==> src/rtl/hazard_forward_unit.sv <==
// Decode-stage hazard unit: registers the fetched instruction, tracks downstream
// destination registers, and produces forwarding selects and a load-use stall.
module hazard_forward_unit #(
  parameter int unsigned ADDR_W = 5,
  parameter int unsigned DEPTH  = 3,
  parameter int unsigned IMM_W  = 8,
  parameter int unsigned SEL_W  = 2
) (
  input  logic                    clk,
  input  logic                    reset,
  input  logic [5+3*ADDR_W-1:0]   ins,
  input  logic                    ins_valid,
  input  logic                    flush,
  output logic                    stall,
  output logic [SEL_W-1:0]        mux_sel_A,
  output logic [SEL_W-1:0]        mux_sel_B,
  output logic                    imm_sel,
  output logic [IMM_W-1:0]        Imm,
  output logic [4:0]              op_dec,
  output logic [ADDR_W-1:0]       RW_dec,
  output logic                    valid_dec,
  output logic                    mem_en_dec,
  output logic                    mem_rw_dec,
  output logic                    mem_mux_sel_dec
);

  localparam int unsigned OP_W = 5;
  localparam logic [OP_W-1:0] OP_JUMP = 5'b11000;
  localparam logic [OP_W-1:0] OP_LOAD = 5'b10100;

  typedef struct packed {
    logic [OP_W-1:0]   op;
    logic [ADDR_W-1:0] rw;
    logic [ADDR_W-1:0] ra;
    logic [ADDR_W-1:0] rb;
  } ins_t;

  ins_t              raw;
  ins_t              dec;
  logic              is_jump;
  logic              is_cjump;
  logic              is_ldst;
  logic              is_imm;
  logic              load_en;

  ins_t              dec_q;
  logic              valid_q;
  logic [IMM_W-1:0]  imm_q;
  logic              imm_sel_q;
  logic              mem_en_q;
  logic              mem_rw_q;

  logic              hist_v  [DEPTH];
  logic [ADDR_W-1:0] hist_rw [DEPTH];

  logic [SEL_W-1:0]  sel_a;
  logic [SEL_W-1:0]  sel_b;

  // Field decode; jumps carry no register operands, so their fields are zeroed
  always_comb begin
    raw      = ins_t'(ins);
    dec      = raw;
    is_jump  = (raw.op == OP_JUMP);
    is_cjump = (raw.op[4:2] == 3'b111);
    is_ldst  = (raw.op[4:1] == 4'b1010);
    is_imm   = (raw.op[4:3] == 2'b01);
    if (is_jump || is_cjump) begin
      dec.rw = '0;
      dec.ra = '0;
      dec.rb = '0;
    end
  end

  // Load in decode whose result is needed by the instruction waiting in fetch
  always_comb begin
    stall = valid_q && (dec_q.op == OP_LOAD) && ins_valid && !flush &&
            (dec_q.rw != '0) && ((dec_q.rw == dec.ra) || (dec_q.rw == dec.rb));
  end

  assign load_en = ins_valid && !flush && !stall;

  always_ff @(posedge clk or negedge reset) begin
    if (!reset) begin
      valid_q   <= 1'b0;
      dec_q     <= '0;
      imm_q     <= '0;
      imm_sel_q <= 1'b0;
      mem_en_q  <= 1'b0;
      mem_rw_q  <= 1'b0;
    end else if (load_en) begin
      valid_q   <= 1'b1;
      dec_q     <= dec;
      imm_q     <= IMM_W'(ins[ADDR_W-1:0]);
      imm_sel_q <= is_imm;
      mem_en_q  <= is_ldst;
      mem_rw_q  <= is_ldst && raw.op[0];
    end else begin
      valid_q   <= 1'b0;
      dec_q     <= '0;
      imm_q     <= '0;
      imm_sel_q <= 1'b0;
      mem_en_q  <= 1'b0;
      mem_rw_q  <= 1'b0;
    end
  end

  // Destination history never stalls; bubbles enter as invalid entries
  always_ff @(posedge clk or negedge reset) begin
    if (!reset) begin
      for (int unsigned k = 0; k < DEPTH; k++) begin
        hist_v[k]  <= 1'b0;
        hist_rw[k] <= '0;
      end
    end else begin
      hist_v[0]  <= valid_q;
      hist_rw[0] <= dec_q.rw;
      for (int unsigned k = 1; k < DEPTH; k++) begin
        hist_v[k]  <= hist_v[k-1];
        hist_rw[k] <= hist_rw[k-1];
      end
    end
  end

  // Oldest-to-nearest scan so the nearest matching producer wins
  always_comb begin
    sel_a = '0;
    sel_b = '0;
    for (int k = int'(DEPTH) - 1; k >= 0; k--) begin
      if (hist_v[k] && (hist_rw[k] == dec_q.ra)) sel_a = SEL_W'(k + 1);
      if (hist_v[k] && (hist_rw[k] == dec_q.rb)) sel_b = SEL_W'(k + 1);
    end
    if (!valid_q || (dec_q.ra == '0)) sel_a = '0;
    if (!valid_q || (dec_q.rb == '0)) sel_b = '0;
  end

  assign mux_sel_A       = sel_a;
  assign mux_sel_B       = sel_b;
  assign imm_sel         = imm_sel_q;
  assign Imm             = imm_q;
  assign op_dec          = dec_q.op;
  assign RW_dec          = dec_q.rw;
  assign valid_dec       = valid_q;
  assign mem_en_dec      = mem_en_q;
  assign mem_rw_dec      = mem_rw_q;
  assign mem_mux_sel_dec = mem_en_q && !mem_rw_q;

endmodule

==> config.mk <==
export PLATFORM = sky130hd
export DESIGN_NAME = hazard_forward_unit
export DESIGN_NICKNAME = d
export VERILOG_FILES = /design/src/rtl/hazard_forward_unit.sv
export SDC_FILE = /design/constraint.sdc
export NUM_CORES = 1
export LEC_CHECK = 0
export BUFFER_PORTS_ARGS = -buffer_cell sky130_fd_sc_hd__buf_2
export CAP_MARGIN = 20
export CORE_ASPECT_RATIO = 1.2
export CORE_MARGIN = 2
export CORE_UTILIZATION = 49
export DETAILED_ROUTE_END_ITERATION = 10
export GPL_TIMING_DRIVEN = 0
export HOLD_SLACK_MARGIN = 0.06
export PLACE_DENSITY = 0.73
export SKIP_CTS_REPAIR_TIMING = 1
export SLEW_MARGIN = 20
export SYNTH_ARGS = -nofsm -noshare
export SYNTH_HDL_FRONTEND = slang
export SYNTH_SLANG_ARGS = --single-unit
export TNS_END_PERCENT = 10
==> constraint.sdc <==
create_clock -name clk -period 1.8 [get_ports clk]
set_clock_uncertainty 0.2 [all_clocks]
set_input_delay 0.18 -clock clk [delete_from_list [all_inputs] [get_ports clk]]
set_output_delay 0.18 -clock clk [all_outputs]
set_load 0.01 [all_outputs]
==> run summary, run 1 <==
Worst r2r path cells: 6
Drt wl/cell: 15.9 µm
WP depth: 6
Worst EP arrival: 1950 ps
CP Cell Sequence: nor3_1, a21oi_2, and4_4, buf_12, or2_4, buf_6
Final net count: 338
Pwr dens: 734 nW/µm²
Slew Limit Fails: 0
GPL Wtd Cong: 0.885
Post-DP Area: 2730 µm²
Total grt overflow: 0
Max Clk Rate: 430 MHz
Failing checks: setup timing
Slowest-stage cell, CP: dfrtp_2
Design area: 3240 µm²
RSZ-0062 raised after global routing: true
Hold_ws: 110 ps
Seq cells post-synth: 47
Outcome: complete, but fails checks
DRT Wirelength: 5930 µm
Root Driver: clkbuf_8
VDD IR max: 0.000542 V
Area of the mapped netlist: 2390 µm²
Initial Util: 51.7%
Final WS setup: -526 ps
TritonCTS Buffers: 5
Number of global-route vias before repair: 1,717
Final Hold Fails: 0
Sw frac: 23.2%
Core footprint: 4630 µm²
# IOs: 52
Diodes inserted: 0
Worst Hold Class: primary input to flip-flop
Non-Filler Instances: 373
Mean Syn Cell Area: 10.8 µm²
Initial antenna violation count: 0
Pre-antenna DRT Iters: 5
Clk pwr share: 37.8%
# DRC: 0
Pre-CTS WS: -290 ps
CP required: 1420 ps
Worst Tran Pin Value: 556 ps
Die area: 5460 µm²
P_sw: 0.552 mW
Comb power frac: 14.1%
Post-route clock period utilization: 129%
Max_cap viols: 0
Max_slew headroom: 62.9%
Overall global routing resource usage: 20.6%
Util after Layout: 70.0%
CP max stage delay: 470 ps
Top delay family on crit path: simple AND/OR/NAND/NOR gates
Die width: 67.8 µm
Layout cells sized above 1: 37.8%
Via Count: 2,003
First-pass GRT wire length: 8260 µm
Internal power: 1.83 mW
Clock sink count: 47
Clk slew on worst S/H paths: 90 ps
Final setup viols: 34
Setup TNS: -7440 ps
Worst skew pair latency: 300 ps
Largest net degree at the start of global routing: 48
FP Rows: 27
Total Power: 2.38 mW
CP Capture Type: output pin
Antenna Nets Post-Route: 0
CP bufs+invs: 2
Die Ht: 80.5 µm
Hold depth: 3
Post-Syn Instances: 221
Vias per inst: 5.37
DRT iter0 DRCs: 130
CTS tree: yes
Seq pwr share: 48.0%
Leakage: 1.66 nW
Yosys warns: 0
Final Critical Period: 2330 ps
Dpl cells: 329
Kind of critical path: flip-flop to output pin
Register area share after synthesis: 49.2%
Longest Clk Path Bufs: 2
Hpwl dp: 3780 µm
Netlist cell types: 35
CTS H-tree depth: 2
Worst setup SP type: flip-flop
Port bufs: 48
Synth-to-Final Area Change: 35.5%
CP Max Fanout: 8
## cell usage after synthesis (all sizes together)
cell | number | area, µm²
dfrtp | 47 | 1180
nor3 | 25 | 125
xor2 | 24 | 210
buf | 21 | 163
nand3 | 12 | 60.1
xnor2 | 12 | 105
nand2 | 11 | 41.3
nor4 | 11 | 100
a21oi | 7 | 35.0
nor2 | 7 | 26.3
nor4bb | 5 | 50.1
a31oi | 4 | 25.0
and3 | 4 | 25.0
clkbuf | 4 | 16.3
nor2b | 4 | 25.0
o32ai | 4 | 35.0
a21boi | 2 | 15.0
and2 | 2 | 15.0
and4 | 2 | 22.5
nor3b | 2 | 20.0
o21ai | 2 | 10.0
or4 | 2 | 15.0
conb | 1 | 3.75
nand3b | 1 | 7.51
nand4 | 1 | 6.26
nand4b | 1 | 8.76
nor4b | 1 | 23.8
o21bai | 1 | 18.8
or2 | 1 | 6.26
## cells in the final DEF, fill, tap and decap left out, types with 2 or more instances in the layout
cell type	Yosys	routed
and4_4	2	2
xor2_1	24	24
buf_6	4	3
buf_4	13	34
and3_1	4	4
dlygate4sd3_1	0	21
nor4bb_1	5	4
dfrtp_2	0	12
nor3_1	25	25
nand2_1	11	11
buf_12	0	2
nand3_1	12	12
bufinv_16	0	2
o32ai_1	4	4
nor2b_1	4	4
or4_1	2	2
a21oi_1	7	6
a21boi_1	2	2
buf_2	4	46
xnor2_1	12	12
dfrtp_1	47	35
clkbuf_8	0	5
nor4_2	5	6
a31oi_1	4	4
conb_1	1	3
clkbuf_1	3	4
nor2_1	7	7
nor4_1	6	5
## flip-flops by register name, summed over array words and instances, names as in the netlist
name / cells
valid_dec: 1
Imm: 5
op_dec: 5
imm_sel: 1
hist_rw: 15
mem_en_dec: 1
hist_v: 3
dec_q: 10
mem_rw_dec: 1
RW_dec: 5
## final cells by class
class | instances | area [µm²]
multi-input cells | 151 | 1060
well taps | 58 | 72.6
clock inverters | 2 | 60.1
fillers | 323 | 1390
plain buffers | 24 | 201
flip-flops and latches | 47 | 1190
repair buffers | 85 | 579
clock buffers | 6 | 72.6
## power groups by stage
stage | Sequential (mW) | Clock [mW] | Combinational, mW
floorplan | 1.15 | 0 | 0.172
global placement | 1.16 | 0 | 0.272
detailed placement | 1.16 | 0 | 0.277
CTS | 1.14 | 0.913 | 0.278
global route | 1.15 | 0.967 | 0.366
finish | 1.14 | 0.900 | 0.336
## metal layers
| layer | GRT usage [%] | vias to the layer above | wire (µm) |
|---|---|---|---|
| met5 | 0 | - | 0 |
| met4 | 9.00 | 0 | 174 |
| met3 | 2.52 | 26 | 293 |
| met2 | 34.8 | 85 | 3250 |
| met1 | 26.1 | 945 | 2210 |
| li1 | - | 947 | - |
## path summary, 6_finish.rpt
path,from,to,slack (ps)
max reg2reg,RW_dec[2],dec_q[1],-240
max in group asynchronous,reset,dec_q[3],780
min in group asynchronous,reset,mem_en_dec,210
max,RW_dec[2],stall,-530
min,ins[19],mem_en_dec,110
min reg2reg,hist_v[2],hist_v[1],190
## tightest hold or removal path: cells and delay by family
kind	cells	cell delay, ps
simple gates	2	280
buf+inv	1	120
## cell families after synthesis
kind of cell	share of synthesized area (%)
AO/OA/AOI/OAI	5.81
XOR/XNOR	13.2
other	0.157
AND/OR/NAND/NOR	24.2
buffers and inverters	7.48
flip-flops	49.2
Note: power is estimated with default switching activity, not from simulation.
==> run 2, diff against run 1 <==
--- a/config.mk
+++ b/config.mk
@@ -5,7 +5,7 @@
 export SDC_FILE = /design/constraint.sdc
 export NUM_CORES = 1
 export LEC_CHECK = 0
-export BUFFER_PORTS_ARGS = -buffer_cell sky130_fd_sc_hd__buf_2
+export BUFFER_PORTS_ARGS = -buffer_cell sky130_fd_sc_hd__buf_4
 export CAP_MARGIN = 20
 export CORE_ASPECT_RATIO = 1.2
 export CORE_MARGIN = 2
==> run 2 against run 1 <==
The run still ends with setup timing left; power increased by 2.3%; die area unchanged; design area is 6.3% higher; wire length up 10%; critical endpoint unchanged; via count is 2.9% higher; sequential cell count unchanged; sequential share of layout area shrank 2.1 points; first-iteration DRC count down 12%; combinational power is 13% higher; register-to-register slack lost 80 ps; maximum frequency is 4.7% lower; core utilization is 4.4 points higher.
==> run summary, run 2 (synthesis gave the netlist of run 1 again) <==
Via Count: 2,062
CP bufs+invs: 2
Final Hold Fails: 0
Final Critical Period: 2440 ps
Pre-antenna DRT Iters: 4
# IOs: 52
Drt wl/cell: 17.2 µm
TritonCTS Buffers: 5
CTS H-tree depth: 2
Seq pwr share: 47.0%
Largest net degree at the start of global routing: 48
Worst Tran Pin Value: 583 ps
VDD IR max: 0.000684 V
First-pass GRT wire length: 8110 µm
Die area: 5460 µm²
Failing checks: setup timing
Worst setup SP type: flip-flop
Clk slew on worst S/H paths: 80 ps
Non-Filler Instances: 379
RSZ-0062 raised after global routing: true
Outcome: complete, but fails checks
DRT Wirelength: 6520 µm
Commonest non-fill, non-tap cells in the layout: buf_4, dfrtp_1, nor3_1, xor2_1, dlygate4sd3_1
Biggest register: hist_rw
Total Power: 2.43 mW
Die Ht: 80.5 µm
Antenna Nets Post-Route: 0
Pre-CTS WS: -277 ps
Vias per inst: 5.44
GPL Wtd Cong: 0.884
Post-DP Area: 2850 µm²
Total grt overflow: 0
CP Capture Type: output pin
Util after Layout: 74.4%
Leakage: 1.73 nW
Clock sink count: 47
Commonest non-fill, non-tap cell in the layout: buf_4
Final net count: 344
Overall global routing resource usage: 20.3%
Setup TNS: -10,120 ps
Synth-to-Final Area Change: 44.0%
Hpwl dp: 3890 µm
Initial Util: 51.7%
Layout cells sized above 1: 40.8%
Core footprint: 4630 µm²
Port bufs: 48
Worst skew pair latency: 300 ps
CP Cell Sequence: nor4bb_2, nand4b_1, a21oi_2, and4_4, buf_12, or2_4, buf_6
Root Driver: clkbuf_8
CP Max Fanout: 5
Design area: 3440 µm²
Max_cap viols: 0
Post-route clock period utilization: 136%
Internal power: 1.86 mW
CP required: 1420 ps
Comb power frac: 15.6%
Hold_ws: 96.7 ps
Die width: 67.8 µm
Clk pwr share: 37.4%
P_sw: 0.575 mW
Max Clk Rate: 410 MHz
Initial antenna violation count: 0
Final setup viols: 34
CTS tree: yes
Longest Clk Path Bufs: 2
Dpl cells: 329
FP Rows: 27
Sw frac: 23.6%
# DRC: 0
DRT iter0 DRCs: 114
Slowest-stage cell, CP: nor4bb_2
Diodes inserted: 0
Pwr dens: 707 nW/µm²
Number of global-route vias before repair: 1,742
Final WS setup: -641 ps
Top delay family on crit path: simple AND/OR/NAND/NOR gates
Slew Limit Fails: 0
Max_slew headroom: 61.2%
Kind of critical path: flip-flop to output pin
Worst EP arrival: 2060 ps
CP max stage delay: 410 ps
Top Registers: hist_rw (15), dec_q (10)
Worst Hold Class: primary input to flip-flop
Max reg flops: 15
## run 2: per-layer routing
metal	vias to the layer above	GRT usage, %	routed length (µm)
met4	0	7.20	197
met5	-	0	0
met3	18	5.18	285
met2	74	35.3	3620
li1	961	-	-
met1	1009	23.9	2420
## run 2: power by group through the flow
| stage | Clock, mW | Sequential, mW | Combinational, mW |
|---|---|---|---|
| floorplan | 0 | 1.15 | 0.172 |
| global route | 0.989 | 1.15 | 0.410 |
| finish | 0.910 | 1.14 | 0.379 |
| CTS | 0.907 | 1.14 | 0.302 |
| detailed placement | 0 | 1.16 | 0.301 |
| global placement | 0 | 1.16 | 0.297 |
## run 2: tightest hold or removal path: cells and delay by family
kind | cells | cell delay [ps]
buffers and inverters | 1 | 110
AND/OR/NAND/NOR | 2 | 270
## run 2: worst paths after layout
path / from / end / slack (ps) / cells after the start
min in group asynchronous: reset / mem_en_dec / 210 / 2
min: ins[19] / mem_en_dec / 100 / 3
max: op_dec[0] / stall / -640 / 7
max in group asynchronous: reset / dec_q[1] / 760 / 2
min reg2reg: hist_v[2] / hist_v[1] / 200 / 0
max reg2reg: op_dec[0] / op_dec[3] / -320 / 6
## run 2: cell type report
| type | count | area [µm²] |
|---|---|---|
| plain buffers | 24 | 204 |
| fillers | 306 | 1180 |
| well taps | 58 | 72.6 |
| clock inverters | 2 | 60.1 |
| flip-flops and latches | 47 | 1190 |
| multi-input cells | 151 | 1100 |
| repair buffers | 91 | 744 |
| clock buffers | 6 | 72.6 |
